### config.mk
export PLATFORM = sky130hd
export DESIGN_NAME = freq_meter_flat
export DESIGN_NICKNAME = d
export VERILOG_FILES = /design/src/rtl/freq_meter_if.sv /design/src/rtl/freq_meter.sv /design/src/flat_wrapper.sv
export SDC_FILE = /design/constraint.sdc
export NUM_CORES = 1
export LEC_CHECK = 0
export CAP_MARGIN = 20
export CORE_MARGIN = 8
export CORE_UTILIZATION = 50
export CTS_BUF_LIST = sky130_fd_sc_hd__clkbuf_8
export DETAILED_ROUTE_END_ITERATION = 8
export DONT_BUFFER_PORTS = 1
export HOLD_SLACK_MARGIN = 0.05
export PLACE_DENSITY = 0.62
export SLEW_MARGIN = 10
export SYNTH_ARGS = -nofsm -noshare
export SYNTH_HDL_FRONTEND = slang
export SYNTH_SLANG_ARGS = --single-unit
### constraint.sdc
create_clock -name clk -period 6.4 [get_ports clk]
set_input_delay 1.28 -clock clk [delete_from_list [all_inputs] [get_ports clk]]
set_output_delay 1.28 -clock clk [all_outputs]
set_load 0.02 [all_outputs]
### src/rtl/freq_meter_if.sv
// Bundle between the frequency meter and its user: enable and signal in,
// measurement result, strobe and status out.
`timescale 1ns/1ps
interface freq_meter_if #(
    parameter int CNT_W = 27
);
    logic             en;
    logic             sig_in;
    logic [CNT_W-1:0] freq;
    logic             freq_valid;
    logic             overflow;
    logic             busy;

    modport master (
        output en, sig_in,
        input  freq, freq_valid, overflow, busy
    );

    modport slave (
        input  en, sig_in,
        output freq, freq_valid, overflow, busy
    );
endinterface

### src/rtl/freq_meter.sv
// Counts rising edges of an asynchronous input over a fixed window of clk
// cycles and publishes the count with a one-cycle valid strobe.
`timescale 1ns/1ps
module freq_meter #(
    parameter int CLK_HZ      = 100_000_000,
    parameter int GATE_CYCLES = CLK_HZ,
    parameter int CNT_W       = 27
) (
    input  logic          clk,
    input  logic          rst_n,
    freq_meter_if.slave   bus
);
    localparam int GATE_W = (GATE_CYCLES > 1) ? $clog2(GATE_CYCLES) : 1;
    localparam logic [GATE_W-1:0] GATE_LAST = GATE_W'(GATE_CYCLES - 1);
    localparam logic [CNT_W-1:0]  CNT_MAX   = '1;

    localparam logic [1:0] IDLE  = 2'd0;
    localparam logic [1:0] GATE  = 2'd1;
    localparam logic [1:0] LATCH = 2'd2;

    logic [1:0]        state_q, state_d;
    logic [GATE_W-1:0] gate_cnt_q, gate_cnt_d;
    logic [CNT_W-1:0]  edge_cnt_q, edge_cnt_d;
    logic              sat_q, sat_d;
    logic [CNT_W-1:0]  freq_q, freq_d;
    logic              overflow_q, overflow_d;
    logic              s1_q, s1_d, s2_q, s2_d, s3_q, s3_d;

    logic              edge_det;
    logic [CNT_W-1:0]  edge_next;
    logic              sat_next;

    always_comb begin
        s1_d     = bus.sig_in;
        s2_d     = s1_q;
        s3_d     = s2_q;
        edge_det = s2_q & ~s3_q;

        // Count including this cycle's edge, so the final gate cycle is not lost.
        edge_next = edge_cnt_q;
        sat_next  = sat_q;
        if (edge_det) begin
            if (edge_cnt_q == CNT_MAX) begin
                sat_next = 1'b1;
            end else begin
                edge_next = edge_cnt_q + CNT_W'(1);
            end
        end

        state_d    = state_q;
        gate_cnt_d = gate_cnt_q;
        edge_cnt_d = edge_cnt_q;
        sat_d      = sat_q;
        freq_d     = freq_q;
        overflow_d = overflow_q;

        case (state_q)
            IDLE: begin
                if (bus.en) begin
                    state_d    = GATE;
                    gate_cnt_d = '0;
                    edge_cnt_d = '0;
                    sat_d      = 1'b0;
                end
            end
            GATE: begin
                if (!bus.en) begin
                    state_d = IDLE;
                end else begin
                    gate_cnt_d = gate_cnt_q + GATE_W'(1);
                    edge_cnt_d = edge_next;
                    sat_d      = sat_next;
                    // Result is loaded on entry to LATCH so freq changes with freq_valid.
                    if (gate_cnt_q == GATE_LAST) begin
                        state_d    = LATCH;
                        freq_d     = edge_next;
                        overflow_d = sat_next;
                    end
                end
            end
            LATCH: begin
                gate_cnt_d = '0;
                edge_cnt_d = '0;
                sat_d      = 1'b0;
                state_d    = bus.en ? GATE : IDLE;
            end
            default: begin
                state_d = IDLE;
            end
        endcase
    end

    always_ff @(posedge clk or negedge rst_n) begin
        if (!rst_n) begin
            state_q    <= IDLE;
            gate_cnt_q <= '0;
            edge_cnt_q <= '0;
            sat_q      <= 1'b0;
            freq_q     <= '0;
            overflow_q <= 1'b0;
            s1_q       <= 1'b0;
            s2_q       <= 1'b0;
            s3_q       <= 1'b0;
        end else begin
            state_q    <= state_d;
            gate_cnt_q <= gate_cnt_d;
            edge_cnt_q <= edge_cnt_d;
            sat_q      <= sat_d;
            freq_q     <= freq_d;
            overflow_q <= overflow_d;
            s1_q       <= s1_d;
            s2_q       <= s2_d;
            s3_q       <= s3_d;
        end
    end

    assign bus.freq       = freq_q;
    assign bus.overflow   = overflow_q;
    assign bus.freq_valid = (state_q == LATCH);
    assign bus.busy       = (state_q == GATE);
endmodule

### src/flat_wrapper.sv
// flat-port wrapper written by rule: the top's interface ports become plain ports
module freq_meter_flat 
#(
    parameter int CLK_HZ      = 100_000_000,
    parameter int GATE_CYCLES = CLK_HZ,
    parameter int CNT_W       = 27
)
  (clk, rst_n, bus_en, bus_sig_in, bus_freq, bus_freq_valid, bus_overflow, bus_busy);
  freq_meter_if #(.CNT_W(CNT_W)) bus_i ();
  input  logic clk;
  input  logic rst_n;
  input wire logic [$bits(bus_i.en)-1:0] bus_en;
  input wire logic [$bits(bus_i.sig_in)-1:0] bus_sig_in;
  output wire logic [$bits(bus_i.freq)-1:0] bus_freq;
  output wire logic [$bits(bus_i.freq_valid)-1:0] bus_freq_valid;
  output wire logic [$bits(bus_i.overflow)-1:0] bus_overflow;
  output wire logic [$bits(bus_i.busy)-1:0] bus_busy;
  assign bus_i.en = bus_en;
  assign bus_i.sig_in = bus_sig_in;
  assign bus_freq = bus_i.freq;
  assign bus_freq_valid = bus_i.freq_valid;
  assign bus_overflow = bus_i.overflow;
  assign bus_busy = bus_i.busy;
  freq_meter #(.CLK_HZ(CLK_HZ), .GATE_CYCLES(GATE_CYCLES), .CNT_W(CNT_W)) u_core (.clk(clk), .rst_n(rst_n), .bus(bus_i));
endmodule
==> key figures <==
Timing
  • Slew HR: 31.6%
  • Setup-failing EPs final: 0
  • Setup TNS: 0 ps
  • Final Skew: 10.5 ps
  • RSZ-0062 raised after global routing: false
  • Max Freq: 337 MHz
  • Hold violation total from the final report: 0
  • Crit share post-route: 46.4%
  • Fin crit period: 2970 ps
  • Worst slew pin tran: 1000 ps
  • Final Slew Violations: 0

Drt
  • Drt pass-1 iters: 5
  • Vias: 4110
  • DRT antenna net count: 0
  • # DRC: 0
  • Vias per cell: 6.21
  • Routed len/inst: 18.1 µm
  • DR iter-0 viols: 312
  • Detailed Route WL: 12.0 mm

Layout
  • Layout cells sized above 1: 5.07%
  • # fillers: 861
  • Layout Area Growth over Synthesis: 5.24%
  • Fin util: 54.4%
  • Final nets: 534
  • Layout Cells excl Fill: 662
  • Antenna fix cells: 0

Setup path
  • Critical path's slowest cell: or4b_1
  • Critical path arrival: 3270 ps
  • CP Class: input pin to flip-flop
  • Crit path launch type: input pin
  • CP max FO: 41
  • Crit path cell chain: nand3b_1 > buf_4 > or4b_1 > or2_4 > or4_1 > nand3_1
  • Crit path max-delay family: simple AND/OR/NAND/NOR gates
  • WP data required: 6700 ps
  • Crit path largest cell delay: 590 ps
  • CP Capture Type: flip-flop
  • Buf+Inv Stages, Crit Path: 1

Synthesis
  • Largest cells by area after synthesis: dfrtp_1 (46%), nand2_1 (5.5%), o21ai_0 (5.1%), nand3_1 (4.6%), or4_1 (3.4%)
  • EDFF count, synth: 0
  • Synthesized instance count: 546
  • Warnings from Yosys: 0
  • Synth unique cells: 51
  • Post-synth top area share: 45.9%
  • Mapped cell area: 4800 µm²
  • Commonest cells in the netlist: dfrtp_1 (88), nand2_1 (70), o21ai_0 (49)
  • Seq cells post-synth: 88
  • Dominant synthesized flop cell: dfrtp_1
  • Most frequent cell after synthesis: dfrtp_1
  • Post-Syn Nets: 552
  • Ys async rst share: 100%
  • Yosys top cell by area: dfrtp_1
  • Mapped Avg Cell Area: 8.78 µm²
  • Sequential share of the synthesized area: 45.9%

Placed design
  • Placed Cells: 646
  • DP Wirelength: 7.71 mm
  • Gpl congestion: 0.811
  • # port buffers: 0

Clock network
  • TritonCTS buffer count: 9
  • Skew-Pair Late Insertion Delay: 370 ps
  • Reg clk slew, reported paths: 90 ps
  • Clock Path Buffers: 2
  • Hold_buf cts: 0
  • Setup Fix Bufs, Post-CTS: 0
  • Clk root buf: clkbuf_8
  • CTS tree: yes
  • Cts repair resizes: 0
  • Sink Count: 88
  • Htree depth: 3

Run status
  • Status: completed

Min path
  • Min-delay worst type: flip-flop to flip-flop

Global route
  • Total gr overflow: 0
  • Initial antenna violation count: 0
  • Vias in the first global route: 3966
  • Global router's overall resource usage: 19.3%
  • Global-route wire length before repair: 20.1 mm
  • Largest net degree at the start of global routing: 89

Floorplan
  • Initial Utilization: 51.7%
  • Die height: 114 µm
  • Core area: 9280 µm²
  • FP Rows: 35
  • Die width: 114 µm
  • IO Pins: 34
  • Die area: 13000 µm²

Power
  • Leakage: 1.99 nW
  • Pwr/cell area: 199 nW/µm²
  • VDD IR max: 0.0925 mV

Flow run
  • Max Cap Viol: 0
==> final timing paths <==
path | start | to | slack, ps | cells past startpoint
setup reg to reg | u_core.edge_cnt_q[0] | u_core.edge_cnt_q[2] | 3560 | 6
hold reg to reg | u_core.s1_q | u_core.s2_q | 360 | 0
hold / removal | u_core.s1_q | u_core.s2_q | 360 | 0
min in group asynchronous | rst_n | u_core.bus.freq[19] | 600 | 0
max in group asynchronous | rst_n | u_core.edge_cnt_q[17] | 5620 | 0
setup / recovery | bus_en | u_core.bus.freq[16] | 3430 | 6
==> power by group <==
group / internal, mW / total [mW] / switching, mW
Combinational: 0.0123 / 0.0398 / 0.0275
Clock: 0.181 / 0.395 / 0.213
Sequential: 0.561 / 0.569 / 0.00763
Total: 0.754 / 1.00 / 0.248
==> worst reg2reg max path, cell delays in order, from the launching register on <==
cell     delay [ps]
dfrtp_1         450
ha_1            240
nand4_1         210
nor3_1          730
and2_1          710
o21ai_0         220
a31oi_1         210
==> layer usage <==
| layer | global-route usage, % | routed length, µm | vias up |
|---|---|---|---|
| met5 | 0 | 0 | - |
| met4 | 6.30 | 149 | 0 |
| met3 | 3.86 | 488 | 12 |
| met2 | 32.9 | 5940 | 79 |
| met1 | 23.7 | 5390 | 2000 |
| li1 | - | - | 2019 |
==> cells in the final DEF (no fill, tap or decap), drive strengths merged, types with 2 or more instances in the layout <==
cell / count
a21o: 3
a21oi: 24
a22o: 5
a31oi: 21
a41oi: 5
and2: 4
and3: 5
and4: 8
buf: 6
clkbuf: 9
clkinvlp: 2
dfrtp: 88
ha: 2
inv: 15
nand2: 70
nand2b: 2
nand3: 44
nand3b: 4
nand4: 23
nand4b: 5
nor2: 27
nor2b: 4
nor3: 11
nor4: 7
o211ai: 19
o21ai: 52
o311ai: 3
o31ai: 5
or2: 2
or3: 6
or4: 22
xnor2: 10
xor2: 5
==> layout make-up <==
cell class / count / area [µm²] / share of cell area, %
Clock buffer: 9 / 124 / 2.45
Tap cell: 129 / 161 / 3.20
Clock inverter: 7 / 71.3 / 1.41
Inverter: 12 / 45.0 / 0.892
Sequential cell: 88 / 2200 / 43.6
Multi-Input combinational cell: 411 / 2400 / 47.5
Timing Repair Buffer: 6 / 45.0 / 0.892
==> logic make-up (layout without fill, tap and decap cells) <==
family / count (synthesis) / in the layout / synth area share [%]
simple gates: 249 / 249 / 28.0
compound gates: 144 / 144 / 18.5
flops: 88 / 88 / 45.9
buf+inv: 47 / 34 / 4.07
xor+xnor: 15 / 15 / 2.74
fa+ha+maj: 2 / 2 / 0.522
mux: 1 / 1 / 0.235
==> per-stage QoR <==
step                      hold slack, ps  instance area (µm²)  total power [mW]  setup WS [ps]
after floorplan                      331                 4800             0.606           3520
after global placement               332                 4850             0.617           3110
after detailed placement             340                 4850             0.619           3050
after CTS                            362                 5050              1.01           3430
after global routing                 379                 5050              1.04           3270
final                                360                 5050              1.00           3430
==> flip-flops by register name, indices dropped and copies added, names as in the netlist <==
register,count
u_core.bus.freq,27
u_core.edge_cnt_q,27
u_core.bus.overflow,1
u_core.s1_q,1
u_core.sat_q,1
u_core.s3_q,1
u_core.gate_cnt_q,27
u_core.s2_q,1
u_core.state_q,2
No activity file was read; power rests on OpenSTA's default activity.
